### src/rtl/fetch_vaddr_fifo_if.sv
// Handshake bundle between the fetch-address generator and the IMMU / back end.
// master = address generator side, slave = consumer/redirect side.
interface fetch_vaddr_fifo_if #(
  parameter int DEPTH = 4
);
  localparam int CW = $clog2(DEPTH) + 1;

  logic          redirect_valid;
  logic [63:0]   redirect_pc;
  logic          fetch_hold;
  logic          mmu_fifo_valid;
  logic          mmu_fifo_ready;
  logic [63:0]   vaddr;
  logic [CW-1:0] fifo_count;
  logic [63:0]   perf_full_cycles;

  modport master (
    input  redirect_valid, redirect_pc, fetch_hold, mmu_fifo_ready,
    output mmu_fifo_valid, vaddr, fifo_count, perf_full_cycles
  );

  modport slave (
    output redirect_valid, redirect_pc, fetch_hold, mmu_fifo_ready,
    input  mmu_fifo_valid, vaddr, fifo_count, perf_full_cycles
  );
endinterface

### src/rtl/fetch_vaddr_fifo.sv
// Sequential fetch-address generator with a DEPTH-entry queue toward the IMMU.
// Optional full-stall counter enabled by defining FETCH_FIFO_PERF_EN.
module fetch_vaddr_fifo #(
  parameter int          DEPTH    = 4,
  parameter logic [63:0] RESET_PC = 64'h0000_0000_8000_0000
) (
  input logic              clk,
  input logic              rst,
  fetch_vaddr_fifo_if.master bus
);
  localparam int AW = $clog2(DEPTH);
  localparam int CW = AW + 1;

  logic [63:0]   entry [DEPTH];
  logic [AW-1:0] rd_ptr;
  logic [AW-1:0] wr_ptr;
  logic [CW-1:0] count;
  logic [63:0]   next_pc;
  logic          pop;
  logic          push;
  logic          full;

  function automatic logic [63:0] step_pc(input logic [63:0] pc);
    return (pc & ~64'h0000_0000_0000_0007) + 64'h0000_0000_0000_0008;
  endfunction

  // Handshake decode; a redirect voids any pop and suppresses the normal push.
  always_comb begin
    full = (count == CW'(DEPTH));
    pop  = (count != {CW{1'b0}}) & ~bus.redirect_valid & bus.mmu_fifo_ready;
    push = ~bus.redirect_valid & ~bus.fetch_hold & (~full | pop);
  end

  // Pointer, occupancy and next-address state.
  always_ff @(posedge clk or posedge rst) begin
    if (rst) begin
      rd_ptr  <= {AW{1'b0}};
      wr_ptr  <= {AW{1'b0}};
      count   <= {CW{1'b0}};
      next_pc <= RESET_PC;
    end else if (bus.redirect_valid) begin
      rd_ptr  <= {AW{1'b0}};
      wr_ptr  <= AW'(1);
      count   <= CW'(1);
      next_pc <= step_pc(bus.redirect_pc);
    end else begin
      if (pop) begin
        rd_ptr <= rd_ptr + AW'(1);
      end
      if (push) begin
        wr_ptr  <= wr_ptr + AW'(1);
        next_pc <= step_pc(next_pc);
      end
      if (push & ~pop) begin
        count <= count + CW'(1);
      end else if (pop & ~push) begin
        count <= count - CW'(1);
      end
    end
  end

  // Entry storage is data-only; writes are blocked while reset is held.
  always_ff @(posedge clk) begin
    if (!rst && bus.redirect_valid) begin
      entry[{AW{1'b0}}] <= bus.redirect_pc;
    end else if (!rst && push) begin
      entry[wr_ptr] <= next_pc;
    end
  end

  assign bus.mmu_fifo_valid = (count != {CW{1'b0}}) & ~bus.redirect_valid;
  assign bus.vaddr          = rst ? 64'h0000_0000_0000_0000 : entry[rd_ptr];
  assign bus.fifo_count     = count;

`ifdef FETCH_FIFO_PERF_EN
  logic [63:0] perf_cnt;

  // Counts cycles where the queue is full and nothing drains it.
  always_ff @(posedge clk or posedge rst) begin
    if (rst) begin
      perf_cnt <= 64'h0000_0000_0000_0000;
    end else if (full & ~pop & ~bus.redirect_valid) begin
      perf_cnt <= perf_cnt + 64'h0000_0000_0000_0001;
    end else begin
      perf_cnt <= perf_cnt;
    end
  end

  assign bus.perf_full_cycles = perf_cnt;
`else
  assign bus.perf_full_cycles = 64'h0000_0000_0000_0000;
`endif
endmodule

### src/flat_wrapper.sv
// flat-port wrapper written by rule: the top's interface ports become plain ports
module fetch_vaddr_fifo_flat 
#(
  parameter int          DEPTH    = 4,
  parameter logic [63:0] RESET_PC = 64'h0000_0000_8000_0000
)
  (clk, rst, bus_redirect_valid, bus_redirect_pc, bus_fetch_hold, bus_mmu_fifo_ready, bus_mmu_fifo_valid, bus_vaddr, bus_fifo_count, bus_perf_full_cycles);
  fetch_vaddr_fifo_if #(.DEPTH(DEPTH)) bus_i ();
  input logic clk;
  input logic rst;
  input wire logic [$bits(bus_i.redirect_valid)-1:0] bus_redirect_valid;
  input wire logic [$bits(bus_i.redirect_pc)-1:0] bus_redirect_pc;
  input wire logic [$bits(bus_i.fetch_hold)-1:0] bus_fetch_hold;
  input wire logic [$bits(bus_i.mmu_fifo_ready)-1:0] bus_mmu_fifo_ready;
  output wire logic [$bits(bus_i.mmu_fifo_valid)-1:0] bus_mmu_fifo_valid;
  output wire logic [$bits(bus_i.vaddr)-1:0] bus_vaddr;
  output wire logic [$bits(bus_i.fifo_count)-1:0] bus_fifo_count;
  output wire logic [$bits(bus_i.perf_full_cycles)-1:0] bus_perf_full_cycles;
  assign bus_i.redirect_valid = bus_redirect_valid;
  assign bus_i.redirect_pc = bus_redirect_pc;
  assign bus_i.fetch_hold = bus_fetch_hold;
  assign bus_i.mmu_fifo_ready = bus_mmu_fifo_ready;
  assign bus_mmu_fifo_valid = bus_i.mmu_fifo_valid;
  assign bus_vaddr = bus_i.vaddr;
  assign bus_fifo_count = bus_i.fifo_count;
  assign bus_perf_full_cycles = bus_i.perf_full_cycles;
  fetch_vaddr_fifo #(.DEPTH(DEPTH), .RESET_PC(RESET_PC)) u_core (.clk(clk), .rst(rst), .bus(bus_i));
endmodule
### config.mk
export PLATFORM = sky130hd
export DESIGN_NAME = fetch_vaddr_fifo_flat
export DESIGN_NICKNAME = d
export VERILOG_FILES = /design/src/rtl/fetch_vaddr_fifo_if.sv /design/src/rtl/fetch_vaddr_fifo.sv /design/src/flat_wrapper.sv
export SDC_FILE = /design/constraint.sdc
export NUM_CORES = 1
export LEC_CHECK = 0
export CORE_UTILIZATION = 45
export DETAILED_ROUTE_END_ITERATION = 10
export PLACE_DENSITY = 0.72
export SYNTH_ARGS = -nofsm -noshare
export SYNTH_HDL_FRONTEND = slang
export SYNTH_SLANG_ARGS = --single-unit
### constraint.sdc
create_clock -name clk -period 15.24 [get_ports clk]
set_input_delay 2.286 -clock clk [delete_from_list [all_inputs] [get_ports clk]]
set_output_delay 2.286 -clock clk [all_outputs]
set_load 0.02 [all_outputs]
# Yosys cells after proc, flatten, opt, wreduce, memory -nomap -nowiden
# Memory sizes are Yosys's and may differ from the RTL's.
# Cells that the tools add are included.
word_totals:
  elab_cells: 50
  inputBits: 69
  output_inout_bits: 132
  regBits: 71
  ramBits: 256
  mem_count: 1
classes:
  n_eq_ne: 1
  addsub: 6
  n_bitwise: 12
  n_mux: 18
  n_reduce_logical: 8
mem_list:
  columns: ["name", "words", "word_bits", "rd", "rd_ports_with_merged_regs", "wr", "line_no", "source"]
  rows:
  - ["u_core.entry", 4, 64, 1, 0, 1, "fetch_vaddr_fifo.sv:14", "logic [63:0] entry [DEPTH];"]
ops:
  columns: ["operator", "count"]
  rows:
  - ["64-bit 2-to-1 mux", 4]
  - ["64-bit by 4-bit adder with 64-bit output, second input constant", 2]
  - ["64-bit OR reduction", 1]
  - ["2-bit 2-to-1 mux", 5]
  - ["3-bit 2-to-1 mux", 3]
  - ["1-bit bitwise AND", 6]
  - ["1-bit 2-to-1 mux", 6]
  - ["3-bit nonzero test", 2]
  - ["1-bit NOT", 5]
  - ["2-bit by 1-bit adder with 2-bit output, second input constant", 2]
  - ["2-bit nonzero test", 2]
  - ["3-bit by 1-bit adder with 3-bit output, second input constant", 1]
  - ["3-bit equality test, second input constant", 1]
  - ["3-bit by 1-bit subtractor with 3-bit output, second input constant", 1]
  - ["1-bit logical AND", 2]
  - ["1-bit logical NOT", 1]
  - ["1-bit OR", 1]

# Logic depth before layout (Yosys ltp)
# Gate-level depths: netlist of the first run.
depth:
  depth_word: 11
  ltp_mapped: 18
  depth_no_buf: 9

# Worst setup path after synthesis of the first run
# No wires, ideal clock.
synth_path:
  path_type: "input to register"
  from: "in bus_mmu_fifo_ready"
  to: "mem u_core.entry[2][0] (enable)"
  path_buffers: 0
  arrival_time_ns: 9.312
  setup_ns: 0.665
  cell_stages: 4
  slack_ns: 5.263
  required_time_ns: 14.575
  cell_sequence: "nor4b_1 -> nor2_1 -> nand2_1 -> nor4b_1"
synth_via:
  elab_chain_cells: 9
  elab_cells_between_ends: 10
  cone_classes: "mux: 5; bitwise: 3; reduce/logical: 2"
synth_rtl:
  columns: ["item", "line_no", "source"]
  rows:
  - ["from (decl)", "flat_wrapper.sv:14", "input wire logic [$bits(bus_i.mmu_fifo_ready)-1:0] bus_mmu_fifo_ready;"]
  - ["1-bit bitwise AND (*)", "fetch_vaddr_fifo.sv:30", "pop = (count != {CW{1'b0}}) & ~bus.redirect_valid & bus.mmu_fifo_ready;"]
  - ["1-bit OR (*)", "fetch_vaddr_fifo.sv:31", "push = ~bus.redirect_valid & ~bus.fetch_hold & (~full | pop);"]
  - ["1-bit bitwise AND (*)", "fetch_vaddr_fifo.sv:31", null]
  - ["1-bit logical AND (*)", "fetch_vaddr_fifo.sv:66", "end else if (!rst && push) begin"]
  - ["1-bit 2-to-1 mux (*)", "fetch_vaddr_fifo.sv:66", null]
  - ["1-bit 2-to-1 mux (*)", "fetch_vaddr_fifo.sv:64", "if (!rst && bus.redirect_valid) begin"]
  - ["1-bit 2-to-1 mux (implied by the code) (*)", "fetch_vaddr_fifo.sv:67", "entry[wr_ptr] <= next_pc;"]
  - ["64-bit OR reduction (no line)", null, null]
  - ["2-bit 2-to-1 mux (no line) or 1-bit 2-to-1 mux (tied branches)", null, null]
  - ["to (decl)", "fetch_vaddr_fifo.sv:14", null]
# Every way passes the cells marked *; elsewhere a longest branch is shown, timed or not.

# Worst setup path in the final report of the first run
layout_path:
  from: "in rst"
  to: "out bus_vaddr[21]"
layout_via:
  elab_chain_cells: 1
layout_rtl:
  columns: ["item", "line_no", "source"]
  rows:
  - ["from (decl)", "flat_wrapper.sv:10", "input logic rst;"]
  - ["64-bit 2-to-1 mux", "fetch_vaddr_fifo.sv:72", "assign bus.vaddr = rst ? 64'h0000_0000_0000_0000 : entry[rd_ptr];"]
  - ["to (decl)", "flat_wrapper.sv:16", "output wire logic [$bits(bus_i.vaddr)-1:0] bus_vaddr;"]
# No other way between the ends.

==> results of run 1 <==
==> cell type report <==
type | instances | area (um2)
timing repair buffer | 154 | 1494
antenna | 1 | 2.502
multi-input combinational | 814 | 6725
clock buffer | 38 | 929.6
sequential | 324 | 9395
clock inverter | 27 | 275.3
inverter | 14 | 55.05
fill | 3049 | 17060
tap | 468 | 585.6
==> layer usage <==
metal / global-route usage [%] / wire, um
met5: 0 / 0
met4: 6.202 / 876
met3: 2.880 / 1798
met2: 34.77 / 19180
met1: 27.31 / 16790
==> state kept, by name, summed over array words and instances, names as in the netlist <==
name	cells
u_core.bus.fifo_count	3
u_core.entry	256
u_core.next_pc	61
u_core.rd_ptr	2
u_core.wr_ptr	2
==> cells in the mapped netlist (all sizes together) (2+ instances only) <==
cell type  number  area [um2]
nand2b          6       37.54
a211oi          2       15.01
o21a            4       30.03
nor3           33       165.2
a22o            3       26.28
a21oi          23       118.9
nand3          46       240.2
a311o           2       20.02
inv            14       52.55
nor4           37       259.0
and4            3       26.28
mux2i          51       514.2
nor3b           4       30.03
buf            96       659.4
edfxtp        256        7687
o211ai          2       15.01
and2           67       419.2
clkbuf         37       138.9
o21ai          13       65.06
xor2           22       192.7
o32ai           2       25.03
nand2          71       274.0
a31oi           2       12.51
xnor2          88       770.7
nor2           39       146.4
and3            2       12.51
nor2b           8       50.05
nor4b           8       76.32
nand3b          8       60.06
a221oi          3       50.05
a22oi           5       56.30
or3             6       37.54
mux4           64        1441
dfrtp          67        1677
nand4b         12       150.1
mux2           64       720.7
nand4          33       212.7
o2111ai         2       17.52
==> path summary, 6_finish.rpt <==
kind / from / to / slack [ns] / cells after the start
min in group asynchronous: rst / u_core.next_pc[3]$_DFFE_PP0P_ / 2.46 / 2
max: rst / bus_vaddr[21] / 7.84 / 5
max reg2reg: u_core.bus.fifo_count[2]$_DFFE_PP0P_ / u_core.entry[1][49]$_DFFE_PP_ / 10.88 / 9
min reg2reg: u_core.next_pc[50]$_DFFE_PP0P_ / u_core.next_pc[50]$_DFFE_PP0P_ / 0.57 / 1
max in group asynchronous: rst / u_core.rd_ptr[0]$_DFFE_PP0P_ / 11.47 / 3
min: u_core.next_pc[50]$_DFFE_PP0P_ / u_core.next_pc[50]$_DFFE_PP0P_ / 0.57 / 1
==> stage by stage <==
| stage | hold WS (ns) | total power, mW | instance area (um2) | utilization [%] | instances |
|---|---|---|---|---|---|
| after floorplan | 0.5081 | 1.325 | 16920 | - | 1285 |
| after global placement | 0.5406 | 1.444 | 18260 | 49.98 | 1774 |
| after detailed placement | 0.5416 | 1.453 | 18260 | 49.98 | 1774 |
| after CTS | 0.5615 | 2.335 | 19460 | 53.28 | 1839 |
| after global routing | 0.6032 | 2.401 | 19460 | 53.29 | 1840 |
| final | 0.5657 | 2.318 | 19460 | 53.29 | 1840 |
==> power groups by stage <==
stage	Sequential, mW	Combinational, mW	Clock [mW]
after CTS	1.05	0.384	0.897
after floorplan	1.05	0.272	0
final	1.05	0.380	0.884
after global routing	1.06	0.410	0.932
after detailed placement	1.07	0.382	0
after global placement	1.07	0.376	0
==> critical path, stage by stage <==
cell             delay (ns)
clkdlybuf4s50_1        0.59
inv_4                  0.58
buf_4                  0.76
and2_1                 0.24
clkdlybuf4s50_1        0.61
==> cell families (layout without fill, tap and decap cells) <==
| kind of cell | count (synthesis) | count (layout) |
|---|---|---|
| AOI/OAI and AO/OA | 73 | 73 |
| xor gates and xnor gates | 110 | 110 |
| adders and majority gates | 2 | 2 |
| buffers and inverters | 147 | 233 |
| DFF | 324 | 324 |
| muxes | 179 | 179 |
| other | 1 | 65 |
| and+or+nand+nor | 386 | 386 |
==> metrics.cfg, run 1 <==
[power_and_ir_drop]
swShare_pct=25.83
power_leakage_nw=6.455
p_switching_mw=0.5986
ir_drop_uv=73.71
pwr-share-seq_pct=45.5
pwr-share-comb_pct=16.4
intPower_mw=1.719
power.density_mw_per_mm2=119.1
clock_power_share_pct=38.1

[timing]
setup_violations=0
clock_skew_ns=0.01665
fin_crit_ns=7.398
finalMaxSlewViolations=0
worst_pin_slew_ns=0.9972
hold_violations=0
rsz0062_at_grt=false
fmax_mhz=135.2
fin_crit_sh_pct=48.54
setup-tns-final_ns=0
final.setup.worst_slack_ns=7.842
slew_headroom_pct=33.52

[die]
core_area_mm2=0.03652
initial_core_util_pct=45.67
io_pins=201
die_area_mm2=0.03784
die_h_um=194.5
num_rows=70
die_w_um=194.5

[synthesis]
async_flop_share_pct=20.99
synth_warnings=0
synth_top_family_by_area=multiplexers
synth_xor_area_share_pct=5.776
synth-seq-cells=324
synth_ff_type=edfxtp_1
synth_cells=1222
synth_cell_types=74
synth_compound_area_share_pct=3.226
synthSimpleGateAreaFrac_pct=13.33
synthMuxAreaShare_pct=16.05
avgSynthCellArea_um2=13.65
synthAdderAreaFrac_pct=0.1950
syn-cell-area_mm2=0.01668
synth_edf_count=256
yosysSeqAreaShare_pct=56.30

[placement]
io_buffers=136
dpl.hpwl_um=24570
place.gp.congestion=0.8375
dp_slack_ns=7.756

[route]
drt_iter0_markers=810
first_pass_iters=5
wirelength_um=38640
drc_errors=0
num_vias=10520
avgRoutedWirePerCell_um=21.00
drt-vias-per-instance=5.717
ant_nets=0

[flow_run]
max-cap-violations=0

[cts]
post-cts-setup-buffers=0
cts_hold_buffers=0
cts_tree=done
cts_buffers=36
clockRootBuffer=clkbuf_16
max-clock-path-buffers=3
clk_latency_ns=0.52
ctsResizeCount=0
ctsHtreeMaxLevel=2
clkTransAtPathRegs_ns=0.06
clock_sinks=324

[worst_setup_path]
cp-start-kind=primary input
cp_data_required_time_ns=12.95
criticalPathCategory=in2out
crit_path_max_fanout=70
worstPathArrival_ns=5.11
crit_path_end_kind=primary output

[hold_path]
hp-class=reg2reg

[run_status]
status=finished clean

[global_route]
grt_antenna_before_repair=1
grt_pass1_wl_um=60270
grt-ovfl-total=0
grt_max_degree=71
grt_use_total_pct=20.49
grt_pass1_vias=10720

[finish]
final_net_count=1415
drive_above_1_share_pct=16.92
syn_to_final_growth_pct=16.69
final_common_cell=edfxtp_1
mostFrequentLayoutCells=edfxtp_1, clkdlybuf4s50_1, xnor2_1

No activity file was read; power rests on OpenSTA's default activity.
==> run 2, diff against run 1 <==
==> constraint.sdc (replaced) <==
create_clock -name clk -period 7.67 [get_ports clk]
set_input_delay 1.1505 -clock clk [delete_from_list [all_inputs] [get_ports clk]]
set_output_delay 1.1505 -clock clk [all_outputs]
set_load 0.02 [all_outputs]
==> run 2 against run 1 <==
Against the previous run: register-to-register slack worse by 7.0 ns; global-route usage is 0.12 points higher; clock-buffer cell count is 11 higher; combinational power is 97% higher; clock skew is 0.0083 ns higher; largest cell class unchanged; final cell count is 0.11% lower.
==> metrics.cfg, run 2 (synthesis results as in run 1) <==
[run_status]
status=finished clean  ; unchanged

[cts]
max-clock-path-buffers=3  ; unchanged
clockRootBuffer=clkbuf_16  ; unchanged
clock_sinks=324  ; unchanged
ctsResizeCount=0  ; unchanged
cts_buffers=36  ; unchanged
ctsHtreeMaxLevel=2  ; unchanged
clk_latency_ns=0.52  ; about the same
clkTransAtPathRegs_ns=0.06  ; about the same
cts_tree=done  ; unchanged
cts_hold_buffers=0  ; unchanged
post-cts-setup-buffers=0  ; unchanged

[power_and_ir_drop]
finalPower_mw=4.628  ; was 2.318 mW
power.density_mw_per_mm2=237.3  ; was 119.1 mW/mm2
ir_drop_uv=163.1  ; was 73.71 uV
power_leakage_nw=6.468  ; was 6.455 nW

[route]
avgRoutedWirePerCell_um=21.04  ; was 21.00 um
drt_iter0_markers=707  ; was 810
ant_nets=0  ; unchanged
num_vias=10550  ; was 10520
drt-vias-per-instance=5.737  ; was 5.717
first_pass_iters=5  ; unchanged
wirelength_um=38680  ; was 38640 um
drc_errors=0  ; unchanged

[timing]
setup-tns-final_ns=0  ; unchanged
slew_headroom_pct=23.39  ; was 33.52%
fin_crit_ns=4.798
finalMaxSlewViolations=0  ; unchanged
rsz0062_at_grt=false  ; unchanged
setup_violations=0  ; unchanged
fin_crit_sh_pct=62.56
fmax_mhz=208.4
clock_skew_ns=0.02495  ; was 0.01665 ns
worst_pin_slew_ns=1.146  ; was 0.9972 ns
hold_violations=0  ; unchanged

[finish]
final_common_cell=edfxtp_1  ; unchanged
syn_to_final_growth_pct=16.91  ; was 16.69%
drive_above_1_share_pct=16.67  ; was 16.92%
largest_reg_flops=256  ; unchanged
final_net_count=1414  ; was 1415
mostFrequentLayoutCells=edfxtp_1, clkdlybuf4s50_1, xnor2_1  ; unchanged
regMostFlops=u_core.entry  ; unchanged
fin_cells=1838  ; was 1840

[global_route]
grt_pass1_vias=10630  ; was 10720
grt_max_degree=79  ; was 71
grt_antenna_before_repair=2  ; was 1
grt_use_total_pct=20.61  ; was 20.49%
grt_pass1_wl_um=61170  ; was 60270 um
grt-ovfl-total=0  ; unchanged

[flow_run]
max-cap-violations=0  ; unchanged

[die]
num_rows=70  ; unchanged
die_h_um=194.5  ; unchanged
io_pins=201  ; unchanged
initial_core_util_pct=45.67  ; unchanged
core_area_mm2=0.03652  ; unchanged
die_w_um=194.5  ; unchanged
die_area_mm2=0.03784  ; unchanged

[hold_path]
hp-class=reg2reg  ; unchanged
whs_path_depth=1  ; unchanged

[placement]
io_buffers=136  ; unchanged
placedCellCount=1773  ; was 1774
place.gp.congestion=0.8390  ; was 0.8375
dpl.hpwl_um=24630  ; was 24570 um

[worst_setup_path]
crit_path_max_fanout=78  ; was 70
critical_path.top_delay_family=buffers and inverters  ; unchanged
slowest_delay_ns=0.65  ; was 0.76 ns
critPathMostFrequentCell=clkdlybuf4s50_1  ; unchanged
reg2reg_setup_slack_ns=3.93  ; was 10.88 ns
crit_chain=clkdlybuf4s50_1 > inv_4 > buf_12 > and2_1 > clkdlybuf4s50_1  ; was clkdlybuf4s50_1 > inv_4 > buf_4 > and2_1 > clkdlybuf4s50_1
crit_path_end_kind=primary output  ; unchanged
slowest_stage=clkdlybuf4s50_1  ; was buf_4
criticalPathCategory=in2out  ; unchanged
worstPathArrival_ns=3.65  ; was 5.11 ns
cp_data_required_time_ns=6.52  ; was 12.95 ns
cp.depth=5  ; unchanged
crit_buf_inv=4  ; unchanged
cp-start-kind=primary input  ; unchanged
reg2reg_depth=6  ; was 9

[run 2: changes by cell type in the layout (fill, tap and decap cells not counted), moves of 2 or more]
cell | previous run | this run
clkbuf_1 | 1 | 10
buf_4 | 19 | 16
clkinv_1 | 9 | 1
buf_12 | 0 | 2
clkinv_4 | 3 | 0
inv_6 | 2 | 0
[run 2: stage by stage]
| step | area [um2] | worst slack (ns) | hold WS, ns | util [%] |
|---|---|---|---|---|
| 3_3_place_gp | 18280 | 2.720 | 0.5525 | 50.05 |
| 3_5_place_dp | 18280 | 2.645 | 0.5438 | 50.05 |
| 4_1_cts | 19490 | 2.761 | 0.5586 | 53.37 |
| 2_1_floorplan | 16920 | 1.830 | 0.5081 | - |
| 6_report | 19500 | 2.872 | 0.5625 | 53.39 |
| 5_1_grt | 19500 | 2.673 | 0.6048 | 53.39 |
[run 2: report_power, final]
part | internal, mW | leakage [nW] | switching (mW)
logic | 0.363 | 2.75 | 0.386
registers | 2.00 | 3.13 | 0.103
clock network | 1.09 | 0.586 | 0.687
total | 3.45 | 6.47 | 1.18
[run 2: cell type report]
class / count / area, um2
Sequential cell: 324 / 9395
Multi-Input combinational cell: 814 / 6734
Antenna cell: 2 / 5.005
Clock inverter: 14 / 210.2
Tap cell: 468 / 585.6
Clock buffer: 49 / 1002
Inverter: 14 / 55.05
Timing Repair Buffer: 153 / 1511
Fill cell: 2992 / 17020
[run 2: layer usage]
layer  vias to the layer above  share of wire, %  track usage [%]
li1                       4744                 -                -
met1                      5386                44            28.40
met2                       356                49            33.80
met3                        57               5.3            3.366
met4                         2               2.1            5.644
met5                         -             0.031                0
[run 2: worst paths after layout]
kind                                                   to                            startpoint
max                                         bus_vaddr[36]                                   rst
max reg2reg                 u_core.entry[3][29]$_DFFE_PP_  u_core.bus.fifo_count[2]$_DFFE_PP0P_
min reg2reg                u_core.next_pc[50]$_DFFE_PP0P_        u_core.next_pc[50]$_DFFE_PP0P_
min                        u_core.next_pc[50]$_DFFE_PP0P_        u_core.next_pc[50]$_DFFE_PP0P_
max in group asynchronous  u_core.next_pc[31]$_DFFE_PP1P_                                   rst
min in group asynchronous   u_core.next_pc[3]$_DFFE_PP0P_                                   rst
[run 2: worst register-to-register path, cell delays in order (launching register included)]
cell and delay (ns):
dfrtp_1 0.43, nor4b_1 0.21, nor2_1 0.19, nand2_1 0.27
nor2_4 0.71, and3_2 1.04, buf_4 0.52
==> run 3, diff against run 2 <==
--- a/config.mk
+++ b/config.mk
@@ -7,7 +7,7 @@
 export LEC_CHECK = 0
 export CORE_UTILIZATION = 45
 export DETAILED_ROUTE_END_ITERATION = 10
-export PLACE_DENSITY = 0.72
+export PLACE_DENSITY = 0.74
 export SYNTH_ARGS = -nofsm -noshare
 export SYNTH_HDL_FRONTEND = slang
 export SYNTH_SLANG_ARGS = --single-unit
==> constraint.sdc (replaced) <==
create_clock -name clk -period 4.02 [get_ports clk]
set_input_delay 0.603 -clock clk [delete_from_list [all_inputs] [get_ports clk]]
set_output_delay 0.603 -clock clk [all_outputs]
set_load 0.02 [all_outputs]
==> run 3 against run 2 <==
Against the previous run: clock skew fell by 0.0042 ns; first-iteration DRC count rose by 17%; sequential power rose by 89%; clock-buffer cell count fell by 3; final cell count rose by 1.9%; register-to-register slack got worse by 2.8 ns; via count rose by 0.71%; worst setup slack got worse by 2.4 ns; power rose by 89%; die area did not move.
==> metrics.cfg, run 3 (synthesis results as in run 1) <==
[run_status]
status=finished clean  ; unchanged

[worst_setup_path]
reg2reg_to=u_core.next_pc[63]$_DFFE_PP0P_  ; was u_core.entry[3][29]$_DFFE_PP_
cp_data_required_time_ns=3.42  ; was 6.52 ns
cp-start-kind=flop  ; was primary input
reg2reg_depth=10  ; was 6
crit_path_max_fanout=31  ; was 78
worstPathArrival_ns=2.98  ; was 3.65 ns
r2r-start=u_core.next_pc[3]$_DFFE_PP0P_  ; was u_core.bus.fifo_count[2]$_DFFE_PP0P_
crit_end=bus_vaddr[18]  ; was bus_vaddr[36]
criticalPathCategory=reg2out  ; was in2out
reg2reg_setup_slack_ns=1.11  ; was 3.93 ns
startpoint=u_core.rd_ptr[0]$_DFFE_PP0P_  ; was rst
crit_path_end_kind=primary output  ; unchanged

[route]
wirelength_um=38320  ; was 38680 um
first_pass_iters=7  ; was 5
drt_iter0_markers=828  ; was 707
drc_errors=0  ; unchanged
avgRoutedWirePerCell_um=20.46  ; was 21.04 um
num_vias=10620  ; was 10550
ant_nets=0  ; unchanged
drt-vias-per-instance=5.670  ; was 5.737

[power_and_ir_drop]
intPower_mw=6.468  ; was 3.451 mW
p_switching_mw=2.273  ; was 1.177 mW
finalPower_mw=8.741  ; was 4.628 mW
pwr-share-seq_pct=45.7  ; was 45.5%
swShare_pct=26.01  ; was 25.42%
ir_drop_uv=276.0  ; was 163.1 uV
power.density_mw_per_mm2=442.7  ; was 237.3 mW/mm2
power_leakage_nw=6.619  ; was 6.468 nW
pwr-share-comb_pct=16.9  ; was 16.2%
clock_power_share_pct=37.4  ; was 38.3%

[timing]
clock_skew_ns=0.02078  ; was 0.02495 ns
worst_pin_slew_ns=1.022  ; was 1.146 ns
rsz0062_at_grt=false  ; unchanged
fmax_mhz=279.5
setup_violations=0  ; unchanged
hold_violations=0  ; unchanged
final.setup.worst_slack_ns=0.4419  ; was 2.872 ns
slew_headroom_pct=31.34  ; was 23.39%
fin_crit_sh_pct=89.01
fin_crit_ns=3.578
finalMaxSlewViolations=0  ; unchanged

[global_route]
grt_pass1_vias=10570  ; was 10630
grt-ovfl-total=0  ; unchanged
grt_use_total_pct=20.51  ; was 20.61%
grt_antenna_before_repair=1  ; was 2
grt_pass1_wl_um=60250  ; was 61170 um
grt_max_degree=69  ; was 79

[finish]
final_net_count=1447  ; was 1414
syn_to_final_growth_pct=18.39  ; was 16.91%
regMostFlops=u_core.entry  ; unchanged
drive_above_1_share_pct=18.80  ; was 16.67%
largest_reg_flops=256  ; unchanged
final_common_cell=edfxtp_1  ; unchanged
fin_util_pct=54.07  ; was 53.39%
nFillCells=2949  ; was 2992
mostFrequentLayoutCells=edfxtp_1, clkdlybuf4s50_1, xnor2_1  ; unchanged

[cts]
clk_latency_ns=0.53  ; was 0.52 ns
cts_buffers=36  ; unchanged
ctsHtreeMaxLevel=2  ; unchanged
clockRootBuffer=clkbuf_16  ; unchanged
clkTransAtPathRegs_ns=0.06  ; about the same
max-clock-path-buffers=3  ; unchanged
cts_hold_buffers=0  ; unchanged
post-cts-setup-buffers=0  ; unchanged
clock_sinks=324  ; unchanged
cts_tree=done  ; unchanged
ctsResizeCount=0  ; unchanged

[die]
die_w_um=194.5  ; unchanged
initial_core_util_pct=45.67  ; unchanged
die_area_mm2=0.03784  ; unchanged
core_area_mm2=0.03652  ; unchanged
die_h_um=194.5  ; unchanged
io_pins=201  ; unchanged
num_rows=70  ; unchanged

[placement]
dp_slack_ns=0.3900  ; was 2.645 ns
place.gp.congestion=0.8346  ; was 0.8390
io_buffers=136  ; unchanged
dpl.hpwl_um=25600  ; was 24630 um

[hold_path]
hp-class=in2reg  ; was reg2reg

[flow_run]
max-cap-violations=0  ; unchanged

-- run 3: worst min path at each step --
stage / start / to / slack [ns] / cells after the start
floorplan: u_core.next_pc[50]$_DFFE_PP0P_ / u_core.next_pc[50]$_DFFE_PP0P_ / 0.51 / 1
finish: bus_redirect_valid / u_core.next_pc[15]$_DFFE_PP0P_ / 0.54 / 2
CTS: bus_redirect_valid / u_core.next_pc[15]$_DFFE_PP0P_ / 0.52 / 2
detailed placement: u_core.next_pc[50]$_DFFE_PP0P_ / u_core.next_pc[50]$_DFFE_PP0P_ / 0.55 / 1
global placement: u_core.next_pc[50]$_DFFE_PP0P_ / u_core.next_pc[50]$_DFFE_PP0P_ / 0.55 / 1
global route: bus_redirect_valid / u_core.next_pc[15]$_DFFE_PP0P_ / 0.56 / 2
-- run 3: power by group through the flow --
stage	Clock [mW]	Combinational (mW)	Sequential, mW
6_report	3.27	1.48	3.99
5_1_grt	3.45	1.60	4.02
4_1_cts	3.32	1.50	3.99
3_5_place_dp	0	1.49	4.06
3_3_place_gp	0	1.47	4.05
2_1_floorplan	0	1.03	3.99
-- run 3: metrics by stage --
step / setup TNS, ns / cells / area, um2 / hold slack (ns)
finish: 0 / 1873 / 19750 / 0.5405
detailed placement: 0 / 1806 / 18570 / 0.5494
global placement: 0 / 1806 / 18570 / 0.5481
floorplan: -69.45 / 1285 / 16930 / 0.5081
CTS: 0 / 1872 / 19740 / 0.5194
global route: 0 / 1873 / 19750 / 0.5575
-- run 3: layout make-up --
type	count	area (um2)	share of cell area (%)
Sequential cell	324	9395	47.58
Antenna cell	1	2.502	0.01267
Clock buffer	46	969.7	4.911
Multi-Input combinational cell	814	6734	34.10
Clock inverter	20	207.7	1.052
Inverter	14	55.05	0.2788
Tap cell	468	585.6	2.965
Timing Repair Buffer	186	1797	9.099
-- run 3: layer usage --
metal / vias to the layer above / share of wire [%] / track usage, % / routed length [um]
met5: - / 0 / 0 / 0
met4: 0 / 2.4 / 6.379 / 901
met3: 70 / 6.7 / 3.384 / 2560
met2: 388 / 48 / 33.15 / 18360
met1: 5345 / 43 / 28.38 / 16500
li1: 4817 / - / - / -
-- run 3: worst max-delay path, cell delays in order (launching register included) --
cell,delay (ns)
dfrtp_4,0.88
buf_4,0.32
mux4_2,0.54
and2_1,0.17
clkdlybuf4s50_1,0.53
